===== config.mk =====
export PLATFORM = sky130hd
export DESIGN_NAME = i2c_txn_scheduler
export DESIGN_NICKNAME = d
export VERILOG_FILES = /design/src/rtl/i2c_pkg.sv /design/src/rtl/rr_arbiter.sv /design/src/rtl/i2c_txn_scheduler.sv
export SDC_FILE = /design/constraint.sdc
export NUM_CORES = 1
export LEC_CHECK = 0
export ABC_AREA = 1
export CAP_MARGIN = 20
export CELL_PAD_IN_SITES_DETAIL_PLACEMENT = 2
export CELL_PAD_IN_SITES_GLOBAL_PLACEMENT = 2
export CORE_MARGIN = 4
export CORE_UTILIZATION = 26
export DETAILED_ROUTE_END_ITERATION = 16
export HOLD_SLACK_MARGIN = 0.15
export PLACE_DENSITY_LB_ADDON = 0.1
export SYNTH_ARGS = -nofsm -noshare
export SYNTH_HDL_FRONTEND = slang
export SYNTH_SLANG_ARGS = --single-unit

===== constraint.sdc =====
create_clock -name clk -period 2.8 [get_ports clk]
set_clock_uncertainty 0.05 [all_clocks]
set_input_delay 0.56 -clock clk [delete_from_list [all_inputs] [get_ports clk]]
set_output_delay 0.56 -clock clk [all_outputs]
set_load 0.005 [all_outputs]

===== src/rtl/i2c_pkg.sv =====
// i2c_pkg: shared types for the I2C transaction scheduler slice.
// Engine command encoding and scheduler FSM state enum.
package i2c_pkg;

    typedef enum logic [1:0] {
        CMD_START = 2'd0,
        CMD_WRITE = 2'd1,
        CMD_READ  = 2'd2,
        CMD_STOP  = 2'd3
    } eng_cmd_e;

    typedef enum logic [2:0] {
        S_IDLE,
        S_ARB,
        S_START,
        S_ADDR,
        S_WR,
        S_RD,
        S_STOP,
        S_DONE
    } state_e;

endpackage


===== src/rtl/rr_arbiter.sv =====
// rr_arbiter: round-robin picker with an internal rotating pointer.
// Ports: clk, reset (async, active-high), req_i, enable_i in;
//        gnt_o one-hot winner (combinational) out.
module rr_arbiter
    import i2c_pkg::*;
#(
    parameter int NREQ = 4
) (
    input  logic            clk,
    input  logic            reset,
    input  logic [NREQ-1:0] req_i,
    input  logic            enable_i,
    output logic [NREQ-1:0] gnt_o
);

    localparam int PW = (NREQ > 1) ? $clog2(NREQ) : 1;

    logic [PW-1:0] ptr_q;
    logic [PW-1:0] ptr_d;
    logic [PW-1:0] win_idx;
    logic [PW-1:0] jw;
    logic          found;

    // Scan starting at the pointer and wrapping; first set bit wins.
    always_comb begin
        int j;
        j       = 0;
        jw      = '0;
        gnt_o   = '0;
        win_idx = '0;
        found   = 1'b0;
        for (int k = 0; k < NREQ; k++) begin
            j = int'(ptr_q) + k;
            if (j >= NREQ) begin
                j = j - NREQ;
            end
            jw = PW'(j);
            if (!found && req_i[jw]) begin
                found      = 1'b1;
                gnt_o[jw]  = 1'b1;
                win_idx    = jw;
            end
        end
    end

    always_comb begin
        if (win_idx == PW'(NREQ - 1)) begin
            ptr_d = '0;
        end else begin
            ptr_d = win_idx + PW'(1);
        end
    end

    always_ff @(posedge clk or posedge reset) begin
        if (reset) begin
            ptr_q <= '0;
        end else if (enable_i && found) begin
            ptr_q <= ptr_d;
        end
    end

endmodule


===== src/rtl/i2c_txn_scheduler.sv =====
// i2c_txn_scheduler: shares one byte-level I2C engine among NREQ clients,
// granting round-robin and sequencing START, addr+R/W, LEN bytes, STOP.
// Ports: client side req/req_addr/req_rw/req_len/wr_data in;
//        grant/wr_req/rd_data/rd_valid/done/nack out.
//        Engine side eng_cmd/eng_cmd_valid/eng_tx/eng_mack out;
//        eng_cmd_ready/eng_done/eng_rx/eng_nack in.
module i2c_txn_scheduler
    import i2c_pkg::*;
#(
    parameter int NREQ  = 4,
    parameter int LEN_W = 4
) (
    input  logic                  clk,
    input  logic                  reset,
    input  logic [NREQ-1:0]       req,
    input  logic [7*NREQ-1:0]     req_addr,
    input  logic [NREQ-1:0]       req_rw,
    input  logic [LEN_W*NREQ-1:0] req_len,
    input  logic [7:0]            wr_data,
    output logic [NREQ-1:0]       grant,
    output logic                  wr_req,
    output logic [7:0]            rd_data,
    output logic                  rd_valid,
    output logic                  done,
    output logic                  nack,
    output logic [1:0]            eng_cmd,
    output logic                  eng_cmd_valid,
    input  logic                  eng_cmd_ready,
    output logic [7:0]            eng_tx,
    output logic                  eng_mack,
    input  logic                  eng_done,
    input  logic [7:0]            eng_rx,
    input  logic                  eng_nack
);

    state_e           state_q;
    logic [NREQ-1:0]  grant_q;
    logic [6:0]       addr_q;
    logic             rw_q;
    logic [LEN_W-1:0] cnt_q;
    logic [LEN_W-1:0] cnt_dec;
    logic             nflag_q;
    logic             prep_q;
    eng_cmd_e         cmd_q;
    logic             valid_q;
    logic [7:0]       tx_q;
    logic             mack_q;
    logic             wr_req_q;
    logic [7:0]       rd_data_q;
    logic             rd_valid_q;
    logic             done_q;
    logic             nack_q;

    logic [NREQ-1:0]  win;
    logic             arb_en;
    logic [6:0]       sel_addr;
    logic             sel_rw;
    logic [LEN_W-1:0] sel_len;
    logic             cmd_fin;

    assign arb_en = (state_q == S_ARB);

    rr_arbiter #(
        .NREQ(NREQ)
    ) u_arb (
        .clk     (clk),
        .reset   (reset),
        .req_i   (req),
        .enable_i(arb_en),
        .gnt_o   (win)
    );

    always_comb begin
        sel_addr = '0;
        sel_rw   = 1'b0;
        sel_len  = '0;
        for (int i = 0; i < NREQ; i++) begin
            if (win[i]) begin
                sel_addr = req_addr[7*i +: 7];
                sel_rw   = req_rw[i];
                sel_len  = req_len[LEN_W*i +: LEN_W];
            end
        end
    end

    assign cnt_dec = cnt_q - LEN_W'(1);
    // Completion only counts once our command has been accepted.
    assign cmd_fin = eng_done && !valid_q;

    always_ff @(posedge clk or posedge reset) begin
        if (reset) begin
            state_q    <= S_IDLE;
            grant_q    <= '0;
            addr_q     <= '0;
            rw_q       <= 1'b0;
            cnt_q      <= '0;
            nflag_q    <= 1'b0;
            prep_q     <= 1'b0;
            cmd_q      <= CMD_START;
            valid_q    <= 1'b0;
            tx_q       <= '0;
            mack_q     <= 1'b0;
            wr_req_q   <= 1'b0;
            rd_data_q  <= '0;
            rd_valid_q <= 1'b0;
            done_q     <= 1'b0;
            nack_q     <= 1'b0;
        end else begin
            wr_req_q   <= 1'b0;
            rd_valid_q <= 1'b0;
            done_q     <= 1'b0;
            nack_q     <= 1'b0;
            if (valid_q && eng_cmd_ready) begin
                valid_q <= 1'b0;
            end
            unique case (state_q)
                S_IDLE: begin
                    if (|req) begin
                        state_q <= S_ARB;
                    end
                end
                S_ARB: begin
                    if (|win) begin
                        grant_q <= win;
                        addr_q  <= sel_addr;
                        rw_q    <= sel_rw;
                        cnt_q   <= sel_len;
                        nflag_q <= 1'b0;
                        cmd_q   <= CMD_START;
                        mack_q  <= 1'b0;
                        valid_q <= 1'b1;
                        state_q <= S_START;
                    end else begin
                        state_q <= S_IDLE;
                    end
                end
                S_START: begin
                    if (cmd_fin) begin
                        cmd_q   <= CMD_WRITE;
                        tx_q    <= {addr_q, rw_q};
                        valid_q <= 1'b1;
                        state_q <= S_ADDR;
                    end
                end
                S_ADDR: begin
                    if (cmd_fin) begin
                        if (eng_nack || cnt_q == '0) begin
                            nflag_q <= eng_nack;
                            cmd_q   <= CMD_STOP;
                            valid_q <= 1'b1;
                            state_q <= S_STOP;
                        end else if (rw_q) begin
                            cmd_q   <= CMD_READ;
                            mack_q  <= (cnt_q == LEN_W'(1));
                            valid_q <= 1'b1;
                            state_q <= S_RD;
                        end else begin
                            wr_req_q <= 1'b1;
                            prep_q   <= 1'b1;
                            state_q  <= S_WR;
                        end
                    end
                end
                S_WR: begin
                    // wr_data answers the wr_req pulse within the same cycle.
                    if (prep_q) begin
                        prep_q  <= 1'b0;
                        tx_q    <= wr_data;
                        cmd_q   <= CMD_WRITE;
                        valid_q <= 1'b1;
                    end else if (cmd_fin) begin
                        cnt_q <= cnt_dec;
                        if (eng_nack || cnt_dec == '0) begin
                            nflag_q <= eng_nack;
                            cmd_q   <= CMD_STOP;
                            valid_q <= 1'b1;
                            state_q <= S_STOP;
                        end else begin
                            wr_req_q <= 1'b1;
                            prep_q   <= 1'b1;
                        end
                    end
                end
                S_RD: begin
                    if (cmd_fin) begin
                        rd_data_q  <= eng_rx;
                        rd_valid_q <= 1'b1;
                        cnt_q      <= cnt_dec;
                        if (cnt_dec == '0) begin
                            cmd_q   <= CMD_STOP;
                            mack_q  <= 1'b0;
                            valid_q <= 1'b1;
                            state_q <= S_STOP;
                        end else begin
                            cmd_q   <= CMD_READ;
                            mack_q  <= (cnt_dec == LEN_W'(1));
                            valid_q <= 1'b1;
                        end
                    end
                end
                S_STOP: begin
                    if (cmd_fin) begin
                        done_q  <= 1'b1;
                        nack_q  <= nflag_q;
                        state_q <= S_DONE;
                    end
                end
                S_DONE: begin
                    grant_q <= '0;
                    state_q <= S_IDLE;
                end
                default: begin
                    state_q <= S_IDLE;
                end
            endcase
        end
    end

    assign grant         = grant_q;
    assign wr_req        = wr_req_q;
    assign rd_data       = rd_data_q;
    assign rd_valid      = rd_valid_q;
    assign done          = done_q;
    assign nack          = nack_q;
    assign eng_cmd       = cmd_q;
    assign eng_cmd_valid = valid_q;
    assign eng_tx        = tx_q;
    assign eng_mack      = mack_q;

endmodule

==> qor.yml, run 1 <==
status: "finished, final reports clean"
ys.flop_type: "dfrtp_1"
wl_per_cell_um: 16.6
cp.arrival_ns: 2.64
ir_drop_v: 0.000486
groute.usage.overall_pct: 16.8
die_area_um2: 15200
rsz0062_at_grt: "false"
ant_nets: 0
fin_crit_sh_pct: 89.4
cts_resized: 0
nNetsFinal: 656
cts_tree: "done"
cp_max_fo: 8
reg2regPathDepth: 14
die_h_um: 123
io_pins: 101
grt_pass1_wl_um: 20200
start_kind: "flop"
synth_top_area_cell: "dfrtp_1"
maxCapViolCount: 0
worst-setup-path-type: "flop to flop"
design_area_um2: 4880
gp_congestion: 0.818
drive_gt1_share_pct: 11.9
hpwl_um: 10100
finalSetupViolCount: 0
grt_antenna_before_repair: 1
power.share.sequential_pct: 18.2
routed_wl_um: 12300
die_w_um: 123
worst_slew_pin_slew_ns: 0.578
slew-limit-headroom_pct: 61.3
cp.required_ns: 2.94
row_count: 41
hold_violations: 0
synthTopCellsByCount: "nand2_1, nor2_1, dfrtp_1"
switching_share_pct: 51.1
drc: 0
yosys_warnings: 0
ys_seq_area_share_pct: 33.9
path_clk_slew_ns: 0.07
start_util_pct: 27.0
clockBufferDepth: 2
combPwrFrac_pct: 71.8
route.vias.total: 3512
grt_max_degree: 30
synth_edf_count: 0
synth.distinct_cells: 42
nFillCells: 1471
netlist_instances: 463
cts_hold_buf: 0
power.density_nw_per_um2: 1410
reg2reg_slack_ns: 0.30
avgSynthCellArea_um2: 7.49
switchingPower_mw: 3.50
timing.final.crit_period_ns: 2.50
hold_path.class: "flop to flop"
drv_slew: 0
post-cts-setup-buffer-count: 0
p_clk_share_pct: 10.0
synth_top_area_share_pct: 33.9
critPathCaptureType: "flop"
port-buffer-count: 100
synth_area_um2: 3470
clk_latency_ns: 0.30
drt_iter0_markers: 101
cts_buffers: 5
n_antenna_cell: 0
p_leak_nw: 2.24
synth.most_common_cell: "nand2_1"
placed_area_um2: 4720
syn_nets: 548
grt_pass1_vias: 3988
synth_seq_cells: 47
cts-root-buf: "clkbuf_16"
core_um2: 12800
syn_to_final_growth_pct: 40.8
hold_ws_ns: 0.433
drt_pass1_iterations: 4
crit_path_end: "cnt_q[3]"
grt_remaining_overflow: 0
h-tree-depth: 2
vias_per_cell: 4.73
cts_sinks: 47
r2r_end: "cnt_q[3]"
max_freq_ghz: 0.400
synthArstFlopShare_pct: 100
p_int_mw: 3.35
synth_area_leaders: "dfrtp_1, nand2_1, a21oi_1, nor2_1, ha_1"
[kinds of logic after synthesis]
| logic type | count (synthesis) | synth area share, % |
|---|---|---|
| AOI/OAI and AO/OA | 92 | 16.6 |
| xor gates and xnor gates | 4 | 1.01 |
| adders and majority gates | 12 | 4.33 |
| buffers and inverters | 58 | 7.44 |
| DFF | 47 | 33.9 |
| muxes | 8 | 2.60 |
| and+or+nand+nor | 242 | 34.1 |
[state kept, by name (all words and copies together) (netlist names), named ones only]
register / cells
done: 1
addr_q: 7
prep_q: 1
nflag_q: 1
grant: 4
u_arb.ptr_q: 1
nack: 1
eng_tx: 8
eng_cmd: 2
rd_valid: 1
rd_data: 8
state_q: 3
cnt_q: 4
eng_cmd_valid: 1
wr_req: 1
eng_mack: 1
rw_q: 1
[per-stage QoR]
step | util (%) | setup WS (ns) | power (mW) | setup TNS, ns | instances
floorplan | - | 0.465 | 4.66 | 0 | 463
global placement | 36.8 | 0.110 | 6.12 | 0 | 736
detailed placement | 36.8 | -0.000831 | 6.26 | -0.000831 | 736
CTS | 38.0 | 0.252 | 6.99 | 0 | 743
global route | 38.0 | 0.0499 | 7.61 | 0 | 743
finish | 38.0 | 0.297 | 6.86 | 0 | 743
[area by class of cell]
cell class | instances | area [um2] | area share, %
multi-input cells | 358 | 2030 | 41.6
clock buffers | 5 | 125 | 2.56
flip-flops and latches | 47 | 1180 | 24.1
repair buffers | 115 | 1130 | 23.1
inverters | 44 | 168 | 3.44
well taps | 172 | 215 | 4.41
clock inverters | 2 | 37.5 | 0.769
[critical path: stages (launching register included)]
cell and delay (ns):
dfrtp_1 0.40, inv_4 0.08, ha_1 0.36, inv_1 0.15, nand3_1 0.09, nand2_1 0.14, nor2_4 0.10, a21oi_2 0.17
nand3_4 0.17, nor2_8 0.16, nand3_2 0.16, nand2_2 0.18, nor2_1 0.06, nand2_1 0.06, nand2_1 0.05
[cells in the final DEF (no fill, tap or decap), drive strengths merged]
cell           count
a21boi             4
a21oi             44
a221oi             1
a22oi              1
a31o               2
a31oi             11
and2               1
buf               15
bufinv             1
clkbuf             5
clkdlybuf4s50    100
clkinvlp           1
dfrtp             47
ha                12
inv               44
mux2               8
nand2            134
nand3             35
nand4              7
nor2              57
nor3               5
nor4               3
o211ai             1
o21a              12
o21ai             14
o31ai              1
o32ai              1
xor2               4
[how the worst min path moves through the flow]
| stage | to | slack, ns | start | depth (start not counted) |
|---|---|---|---|---|
| final | eng_cmd[1] | 0.43 | eng_cmd[1] | 2 |
| after global routing | eng_mack | 0.48 | eng_mack | 2 |
| after CTS | eng_cmd[1] | 0.44 | eng_cmd[1] | 2 |
| after detailed placement | eng_cmd[1] | 0.43 | eng_cmd[1] | 2 |
| after global placement | eng_mack | 0.42 | eng_mack | 2 |
| after floorplan | nflag_q | 0.41 | nflag_q | 2 |
[metal layers]
| layer | GRT usage, % | routed length, um |
|---|---|---|
| met5 | 0 | 7 |
| met4 | 4.84 | 196 |
| met2 | 29.9 | 6100 |
| met1 | 20.5 | 5450 |
| met3 | 3.34 | 582 |
[power by group through the flow]
stage	Sequential, mW	Clock (mW)	Combinational (mW)
floorplan	1.22	0	3.44
global placement	1.25	0	4.87
detailed placement	1.26	0	4.99
CTS	1.26	0.707	5.03
global route	1.30	0.735	5.58
finish	1.25	0.686	4.92
Power figures use the tool's default switching activity.
==> run 2, diff against run 1 <==
CORE_MARGIN = default   (was 4)
==> run 2 against run 1 <==
Register-to-register slack better by 0.05 ns. Worst setup slack better by 0.013 ns. Final area is 0.15% higher. Critical path depth is 2 higher. First-iteration DRC count is 14% lower. Sequential cell count stayed put. Combinational power is 3% higher. Non-clock buffer count stayed put. Count of clock-buffer cells in the layout stayed put. Worst hold slack better by 0.0061 ns. Global-route usage is 1.9 points higher. Sequential share of layout area hardly changed. Critical path type is now input pin to flop. Critical endpoint unchanged. Largest power group unchanged.
==> qor.yml, run 2 (same netlist as run 1, synthesis figures left out) <==
n_antenna_cell: 0  # unchanged
cp.arrival_ns: 2.63  # about the same
h-tree-depth: 2  # unchanged
switchingPower_mw: 3.55  # +1.3%
route.vias.total: 3551  # +1.1%
timing.final.crit_period_ns: 2.49  # -0.0133 ns
hold_path.class: "flop to flop"
status: "finished, final reports clean"
hold_violations: 0  # unchanged
path_clk_slew_ns: 0.07  # about the same
finalSetupTns_ns: 0  # unchanged
wl_per_cell_um: 16.6  # about the same
die_h_um: 117  # -4.9%
cts_tree: "done"
cts_hold_buf: 0  # unchanged
maxCapViolCount: 0  # unchanged
layout_common_cells: "nand2_1, clkdlybuf4s50_1, nor2_1"
drive_gt1_share_pct: 12.1  # +0.15 points
die_area_um2: 13800  # -9.5%
cts-root-buf: "clkbuf_16"
placed_cells: 736  # unchanged
p_clk_share_pct: 8.7  # -1.3 points
grt_max_degree: 31  # +3.3%
dp_slack_ns: -0.000785  # +0.0000457 ns
core_um2: 12800  # unchanged
hold_ws_ns: 0.439  # +0.00613 ns
die_w_um: 117  # -4.9%
ir_drop_v: 0.000540  # +11%
path_cells: "clkdlybuf4s50_1, inv_1, nand2_1, nand3_4, nand2_4, inv_2, nand2_1, nor2_1, nand2_1, nand3_4, nor2_8, nand3_2, nand2_2, nor2_1, nand2_1, nand2_1"
multiInputGateArea_um2: 2030  # unchanged
drc: 0  # unchanged
hpwl_um: 10200  # +0.28%
ant_nets: 0  # unchanged
cts_sinks: 47  # unchanged
reg2regPathDepth: 14  # unchanged
total_power_mw: 6.93  # +1.0%
p_int_mw: 3.38  # +0.75%
grt_remaining_overflow: 0  # unchanged
gp_congestion: 0.777  # -5.0%
cts_resized: 0  # unchanged
power.share.sequential_pct: 18.1  # about the same
nFillCells: 1492  # +1.4%
syn_to_final_growth_pct: 41.0
start_kind: "input pin"
critPathCaptureType: "flop"
drt_pass1_iterations: 4  # unchanged
timing.final.ws_setup_ns: 0.311  # +0.0133 ns
design_area_um2: 4890  # +0.15%
placed_area_um2: 4740  # +0.53%
combPwrFrac_pct: 73.2  # +1.4 points
regArea_um2: 1180  # unchanged
cp.required_ns: 2.94  # about the same
cp_max_fo: 8  # unchanged
io_pins: 101  # unchanged
critPathMaxStageDelay_ns: 0.50  # +0.10 ns
grt_pass1_wl_um: 21000  # +3.6%
final_common_cell: "nand2_1"
drt_iter0_markers: 87  # -14%
clockBufferDepth: 2  # unchanged
routed_wl_um: 12300  # about the same
holdCritStartpoint: "eng_mack"
r2r_end: "cnt_q[3]"
vias_per_cell: 4.77  # +0.97%
cp_slowest_cell: "clkdlybuf4s50_1"
post-cts-setup-buffer-count: 0  # unchanged
worst-setup-path-type: "input pin to flop"
row_count: 41  # unchanged
instances_no_fill: 744  # +0.13%
hold_depth: 2  # unchanged
fin_crit_sh_pct: 88.9  # -0.47 points
min_to: "eng_mack"
worst_path_most_repeated_cell: "nand2_1"
nNetsFinal: 656  # unchanged
rsz0062_at_grt: "false"
switching_share_pct: 51.2  # +0.13 points
groute.usage.overall_pct: 18.8  # +1.9 points
grt_antenna_before_repair: 0  # -1
clk_latency_ns: 0.29  # about the same
max_freq_ghz: 0.402  # +0.53%
grt_pass1_vias: 4053  # +1.6%
port-buffer-count: 100  # unchanged
slew-limit-headroom_pct: 55.4  # -5.9 points
cts_buffers: 5  # unchanged
drv_slew: 0  # unchanged
worst_slew_pin_slew_ns: 0.669  # +0.0911 ns
finish.utilization_pct: 38.1  # +0.059 points
start_util_pct: 27.0  # unchanged
reg2reg_slack_ns: 0.35  # +0.05 ns
finalSetupViolCount: 0  # unchanged
p_leak_nw: 2.24  # about the same
power.density_nw_per_um2: 1420  # +0.86%
==> run 2: cell types whose count changed in the layout (fill, tap and decap cells not counted) <==
cell,change
buf_12,+2
clkinv_2,+1
buf_4,-2
bufinv_16,-1
clkinvlp_4,+1
==> run 2: area by class of cell <==
| cell class | count | area share [%] |
|---|---|---|
| inverter | 44 | 3.43 |
| multi-input combinational | 358 | 41.6 |
| sequential | 47 | 24.1 |
| tap | 172 | 4.40 |
| clock buffer | 5 | 2.56 |
| timing repair buffer | 115 | 23.6 |
| clock inverter | 3 | 0.410 |
==> run 2: power by group through the flow <==
stage | Sequential, mW | Clock (mW) | Combinational, mW
3_5_place_dp | 1.28 | 0 | 5.14
5_1_grt | 1.31 | 0.638 | 5.71
3_3_place_gp | 1.25 | 0 | 4.97
4_1_cts | 1.27 | 0.621 | 5.18
6_report | 1.26 | 0.601 | 5.07
2_1_floorplan | 1.22 | 0 | 3.44
==> run 2: critical path, delay by kind of cell <==
kind / cells / cell delay (ns)
buffers and inverters: 3 / 0.61
AND/OR/NAND/NOR: 13 / 1.46
==> run 2: worst max path at each step <==
stage	slack, ns	depth (start not counted)	endpoint	startpoint
after floorplan	0.46	15	state_q[1]	u_arb.ptr_q[1]
after global placement	0.12	14	cnt_q[3]	req[3]
after detailed placement	-0.0008	16	cnt_q[2]	req[3]
after CTS	0.29	16	cnt_q[3]	req[3]
after global routing	0.08	15	cnt_q[3]	req[3]
final	0.31	16	cnt_q[3]	req[3]
==> run 2: layer usage <==
metal / part of all wire, % / track usage (%) / up-vias
met5: 0 / 0 / -
li1: - / - / 1741
met3: 4.3 / 3.00 / 10
met1: 45 / 23.8 / 1710
met2: 50 / 33.1 / 90
met4: 1.3 / 4.65 / 0
